File: src/rtl/seq_pkg.sv
// Shared types and constants for the sequence-detector front end.
//   ser_state_t    : word_serializer FSM states
//   DEFAULT_WORD_W : default serializer word width
package seq_pkg;

    typedef enum logic {
        S_IDLE,
        S_SHIFT
    } ser_state_t;

    localparam int DEFAULT_WORD_W = 8;

endpackage

File: src/rtl/word_serializer.sv
// Parallel-to-serial front end for the sequence detector.
// Accepts W-bit words over a valid/ready handshake and emits them one bit per
// clock, LSB first, on `a`. A one-word hold buffer lets back-to-back words
// stream with no gap cycles.
//
// Ports:
//   clk        in   1  system clock, rising edge
//   reset      in   1  asynchronous active-high reset
//   clear      in   1  synchronous abort, drops shifter and hold contents
//   in_word    in   W  parallel word to serialize
//   in_valid   in   1  in_word is valid this cycle
//   in_ready   out  1  a word can be accepted this cycle (combinational)
//   a          out  1  serial bit (0 when a_valid is low)
//   a_valid    out  1  a carries a live bit
//   word_start out  1  a carries bit 0 of a word
module word_serializer
    import seq_pkg::*;
#(
    parameter int W = DEFAULT_WORD_W
) (
    input  logic         clk,
    input  logic         reset,
    input  logic         clear,
    input  logic [W-1:0] in_word,
    input  logic         in_valid,
    output logic         in_ready,
    output logic         a,
    output logic         a_valid,
    output logic         word_start
);

    localparam int CNT_W = $clog2(W);
    localparam logic [CNT_W-1:0] LAST_IDX = CNT_W'(W - 1);

    ser_state_t     state_reg, state_next;
    logic [W-1:0]   shift_reg, shift_next;
    logic [W-1:0]   hold_reg, hold_next;
    logic           hold_full_reg, hold_full_next;
    logic [CNT_W-1:0] bit_idx_reg, bit_idx_next;
    logic           a_reg, a_next;
    logic           a_valid_reg, a_valid_next;
    logic           word_start_reg, word_start_next;

    logic           accept;
    logic           load_en;
    logic [W-1:0]   load_word;

    always_comb begin
        state_next      = state_reg;
        shift_next      = shift_reg;
        hold_next       = hold_reg;
        hold_full_next  = hold_full_reg;
        bit_idx_next    = bit_idx_reg;
        a_next          = a_reg;
        a_valid_next    = a_valid_reg;
        word_start_next = word_start_reg;
        load_en         = 1'b0;
        load_word       = in_word;

        in_ready = !hold_full_reg && !clear && !reset;
        accept   = in_valid && in_ready;

        if (clear) begin
            state_next      = S_IDLE;
            shift_next      = '0;
            hold_next       = '0;
            hold_full_next  = 1'b0;
            bit_idx_next    = '0;
            a_next          = 1'b0;
            a_valid_next    = 1'b0;
            word_start_next = 1'b0;
        end else begin
            case (state_reg)
                S_IDLE: begin
                    if (accept) begin
                        load_en   = 1'b1;
                        load_word = in_word;
                    end
                end
                S_SHIFT: begin
                    if (bit_idx_reg == LAST_IDX) begin
                        // Last bit on the wire: reload from hold first; a bypass
                        // accept can only happen when hold is empty.
                        if (hold_full_reg) begin
                            load_en        = 1'b1;
                            load_word      = hold_reg;
                            hold_full_next = 1'b0;
                        end else if (accept) begin
                            load_en   = 1'b1;
                            load_word = in_word;
                        end else begin
                            state_next      = S_IDLE;
                            bit_idx_next    = '0;
                            a_next          = 1'b0;
                            a_valid_next    = 1'b0;
                            word_start_next = 1'b0;
                        end
                    end else begin
                        // shift_reg holds the bits not yet driven, next one at [0]
                        a_next          = shift_reg[0];
                        shift_next      = shift_reg >> 1;
                        bit_idx_next    = bit_idx_reg + CNT_W'(1);
                        word_start_next = 1'b0;
                        if (accept) begin
                            hold_next      = in_word;
                            hold_full_next = 1'b1;
                        end
                    end
                end
                default: begin
                    state_next = S_IDLE;
                end
            endcase

            // A load puts bit 0 on the wire at the same edge it is accepted.
            if (load_en) begin
                state_next      = S_SHIFT;
                a_next          = load_word[0];
                shift_next      = load_word >> 1;
                bit_idx_next    = '0;
                a_valid_next    = 1'b1;
                word_start_next = 1'b1;
            end
        end
    end

    always_ff @(posedge clk or posedge reset) begin
        if (reset) begin
            state_reg      <= S_IDLE;
            shift_reg      <= '0;
            hold_reg       <= '0;
            hold_full_reg  <= 1'b0;
            bit_idx_reg    <= '0;
            a_reg          <= 1'b0;
            a_valid_reg    <= 1'b0;
            word_start_reg <= 1'b0;
        end else begin
            state_reg      <= state_next;
            shift_reg      <= shift_next;
            hold_reg       <= hold_next;
            hold_full_reg  <= hold_full_next;
            bit_idx_reg    <= bit_idx_next;
            a_reg          <= a_next;
            a_valid_reg    <= a_valid_next;
            word_start_reg <= word_start_next;
        end
    end

    assign a          = a_reg;
    assign a_valid    = a_valid_reg;
    assign word_start = word_start_reg;

endmodule

File: config.mk
export PLATFORM = sky130hd
export DESIGN_NAME = word_serializer
export DESIGN_NICKNAME = d
export VERILOG_FILES = /design/src/rtl/seq_pkg.sv /design/src/rtl/word_serializer.sv
export SDC_FILE = /design/constraint.sdc
export NUM_CORES = 1
export LEC_CHECK = 0
export BUFFER_PORTS_ARGS = -buffer_cell sky130_fd_sc_hd__buf_2
export CAP_MARGIN = 20
export CORE_MARGIN = 5
export CORE_UTILIZATION = 40
export CTS_CLUSTER_SIZE = 8
export DETAILED_ROUTE_END_ITERATION = 8
export GPL_TIMING_DRIVEN = 1
export PLACE_DENSITY = 0.64
export SYNTH_ARGS = -nofsm -noshare
export SYNTH_HDL_FRONTEND = slang
export SYNTH_SLANG_ARGS = --single-unit
File: constraint.sdc
create_clock -name clk -period 4.56 [get_ports clk]
set_clock_uncertainty 0.05 [all_clocks]
set_input_delay 0.456 -clock clk [delete_from_list [all_inputs] [get_ports clk]]
set_output_delay 0.456 -clock clk [all_outputs]
set_load 0.1 [all_outputs]
== Word-level counts from Yosys, hierarchy flattened ==
Index checks and enable logic that the tools add are counted.

* Input bits: 12
* Flip-flop bits (word level): 24
* Output and inout bits: 4
* Word-level logic and storage cells: 77

* Bitwise gates (word level): 1
* Add/subtract/negate cells: 1
* Reductions and logical operators: 16
* Mux-type cells: 44
* Equality and inequality tests: 7

{| class="wikitable"
|+ Operator list
! cell !! number
|-
| 2-to-1 mux 8 bit || 10
|-
| 2-to-1 mux 1 bit || 26
|-
| 2-to-1 mux 3 bit || 6
|-
| case mux 8 bit (2 select lines) || 1
|-
| != test 3 x 2 -> 1 bit, second input constant || 3
|-
| nonzero test 3 bit || 3
|-
| != test 4 x 3 -> 1 bit, second input constant || 2
|-
| AND reduction 3 bit || 2
|-
| AND reduction 2 bit || 2
|-
| AND reduction 4 bit || 1
|-
| nonzero test 2 bit || 2
|-
| adder 3 x 1 -> 3 bit, second input constant || 1
|-
| equality test 3 bit, second input constant || 1
|-
| logical AND 1 bit || 3
|-
| zero test 1 bit || 3
|-
| != test 2 bit, second input constant || 1
|-
| case mux 1 bit (2 select lines) || 1
|-
| NOT 1 bit || 1
|}

== Logic depth before layout (Yosys ltp) ==
* Depth after elaboration: 11
* Mapped depth: 8
* Gate-level depth less buffers: 6

== Worst setup path before layout ==
No wires, ideal clock.

* Path kind: input to output
* Start point: in clear
* End point: out in_ready
* Data arrival time: 2.699 ns
* Slack: 1.355 ns
* Required time: 4.054 ns
* Stages: 2
* Buffers on the path: 1
* Cells stage by stage: clkbuf_1 nor3_1

* Cells in the longest elaborated chain, start to end: 3

{| class="wikitable"
|+ RTL lines
! element !! line !! RTL
|-
| from (decl) || word_serializer.sv:23 || <nowiki>input logic clear,</nowiki>
|-
| zero test 1 bit || word_serializer.sv:60 || <nowiki>in_ready = !hold_full_reg && !clear && !reset;</nowiki>
|-
| logical AND 1 bit (2 in a row) || word_serializer.sv:60 ||
|-
| to (decl) || word_serializer.sv:26 || <nowiki>output logic in_ready,</nowiki>
|}

No other way between the ends.

== Worst setup path in the final report ==
* Start point: reg bit_idx_reg[0]
* End point: reg hold_reg[7]

* Cells in the longest elaborated chain, start to end: 3

{| class="wikitable"
|+ RTL lines
! element !! line !! RTL
|-
| from (decl) || word_serializer.sv:39 || <nowiki>logic [CNT_W-1:0] bit_idx_reg, bit_idx_next;</nowiki>
|-
| from (signal assigned) || word_serializer.sv:142 || <nowiki>bit_idx_reg <= bit_idx_next;</nowiki>
|-
| equality test 3 bit || word_serializer.sv:81 || <nowiki>if (bit_idx_reg == LAST_IDX) begin</nowiki>
|-
| != test 2 bit (no line) || n/a ||
|-
| AND reduction 3 bit (no line) || n/a ||
|-
| to (signal assigned) || word_serializer.sv:140 || <nowiki>hold_reg <= hold_next;</nowiki>
|-
| to (decl) || word_serializer.sv:37 || <nowiki>logic [W-1:0] hold_reg, hold_next;</nowiki>
|}

No other way between the ends.
A chain may end at the register's enable or synchronous reset.

==> results.tsv <==
metric	value	unit
timing.setup.tns	0	ns
syn-num-nets	132	
overflow	0	
numClockSinks	23	
final_cell_area	1272	µm²
placed_cell_area	1245	µm²
synth_warnings	0	
fmax	417.9	MHz
p_per_area	300.0	nW/µm²
synth_top_cells_by_count	23 x dfrtp_1, 11 x inv_1, 11 x nand2_1, 10 x o21ai_0, 9 x nand3b_1	
synth_enable_flop_cells	0	
hold_path_class	input pin to async pin	
drtAntennaViolNets	0	
yosysMostFrequentCell	dfrtp_1	
slowest_stage	nor2b_1	
largest_reg_flops	8	
cts_buffers	3	
synth_seq_cells	23	
vdd_drop_max	0.0001694	V
critPathMaxStageDelay	0.52	ns
syn_inst	118	
setup.worst_path.end_class	flop	
cp.required	4.69	ns
final_hold_viol_count	0	
portBuffers	15	
io_pins	16	
insertion_delay	0.31	ns
synth_ff_type	dfrtp_1	
grt_pass1_wl	4071	µm
synthTopCellsByArea	dfrtp_1 49%, nand3b_1 5.8%, a32o_1 5.2%	
gr-usage-all-layers	12.13	%
maxSlewHeadroom	42.41	%
cts_root_buffer	clkbuf_4	
routed_wl	2219	µm
antenna_found_initial	0	
ys_seq_area_share	49.36	%
start_util	41.93	%
clk_pin_slew	0.13	ns
synth_area_per_cell	9.882	µm²
critPathMaxFanout	17	
cts_resized	0	
cts_buffer_depth	2	
synth_cell_types	27	
crit_type	flop to flop	
hold_buffers	0	
num_antenna_cells	0	
async_reset_ff_share	100.0	%
drtIter0Drc	37	
core_area	2781	µm²
cts_tree	done	
fill_cells	268	
rows	19	
design.die.area	4095	µm²
fin_crit	2.393	ns
setup_viol	0	
status	completed	
dieWidth	64.00	µm
globalplace.congestion	0.7423	
leakage	0.5936	nW
hpwl	1624	µm
cp-start-kind	flop	
wl_per_cell	13.70	µm
synth_top_cell_by_area	dfrtp_1	
tightest_slew	0.8630	ns
synth_top_area_share	49.36	%
period_share	52.48	%
drive_gt1_share	16.79	%
cts_setup_buffers	0	
rsz0062_at_grt	false	
area_growth	9.120	%
first_pass_iters	4	
hold_ws	0.2849	ns
nets	146	
grt_max_degree	24	
htree_num_levels	1	
cap_viol_max_count	0	
die_h	64.00	µm
path_cells	ha_1 > ha_1 > nor2b_1 > nand3b_1 > nand3b_1 > o21ai_0	
routed-via-count	871	
synth_area	1166	µm²
grt_pass1_vias	887	
remaining_drc_errors	0	
final_max_slew_viol_count	0	
critical_path_arrival	2.52	ns
routed_via_density	5.377	
layer usage:
metal	share of wire [%]	track usage, %
met1	48	16.54
met2	47	19.47
met4	0.95	4.675
met5	0	0
met3	3.6	1.576
logic make-up (layout without fill, tap and decap cells):
group,after synthesis,after routing,share of synthesized area (%)
AND/OR/NAND/NOR,43,43,20.49
AO/OA/AOI/OAI,28,28,17.06
flip-flops,23,23,49.36
buffers and inverters,17,30,6.545
multiplexers,5,5,4.399
adder cells (fa/ha/maj),2,2,2.146
metrics by stage:
stage / std cells / util (%) / worst slack, ns / total power [mW]
after floorplan: 118 / - / 1.355 / 0.2782
after global placement: 158 / 44.76 / 2.122 / 0.2924
after detailed placement: 158 / 44.76 / 2.089 / 0.2934
after CTS: 162 / 45.75 / 2.148 / 0.3872
after global routing: 162 / 45.75 / 1.797 / 0.4041
final: 162 / 45.75 / 2.167 / 0.3817
power by group:
| part | leakage [nW] | total (mW) | switching (mW) | internal [mW] |
|---|---|---|---|---|
| Combinational | 0.263 | 0.0666 | 0.0444 | 0.0222 |
| Clock | 0.0177 | 0.0930 | 0.0602 | 0.0327 |
| Sequential | 0.312 | 0.222 | 0.00717 | 0.215 |
| Total | 0.594 | 0.382 | 0.112 | 0.270 |
worst paths after layout:
check | startpoint | endpoint | slack [ns] | depth (start not counted)
max in group asynchronous | reset | hold_reg[0] | 3.64 | 2
worst max-delay path | bit_idx_reg[0] | hold_reg[7] | 2.17 | 6
min in group clk | in_word[0] | hold_reg[0] | 0.35 | 3
worst min register to register | shift_reg[6] | shift_reg[6] | 0.45 | 2
worst max register to register | bit_idx_reg[0] | hold_reg[7] | 2.17 | 6
worst min-delay path | reset | shift_reg[4] | 0.28 | 2
worst max-delay path: cells and delay by family (launching register included):
family	cells	cell delay (ns)
AND/OR/NAND/NOR	3	1.24
adder cells (fa/ha/maj)	2	0.45
flip-flops	1	0.41
AO/OA/AOI/OAI	1	0.11
final cells by class:
class                           count  area [µm²]  share of cell area (%)
Clock buffer                        3       22.52                   1.770
Tap cell                           31       38.79                   3.048
Timing Repair Buffer               15       75.07                   5.900
Sequential cell                    23       575.6                   45.23
Multi-Input combinational cell     78       514.2                   40.41
Clock inverter                      1       5.005                  0.3933
Inverter                           11       41.29                   3.245
placed cells by master, fill, tap and decap left out, types with 2 or more instances in the layout:
cell / n
dfrtp_1: 23
buf_2: 15
inv_1: 11
nand2_1: 11
o21ai_0: 10
nand3b_1: 9
nand2b_1: 7
nor2_1: 6
a32o_1: 6
o211ai_1: 5
mux2i_1: 4
a21oi_1: 3
clkbuf_4: 3
nor3b_1: 2
nor2b_1: 2
nand3_1: 2
a211oi_1: 2
ha_1: 2
(Power assumes the default switching activity.)
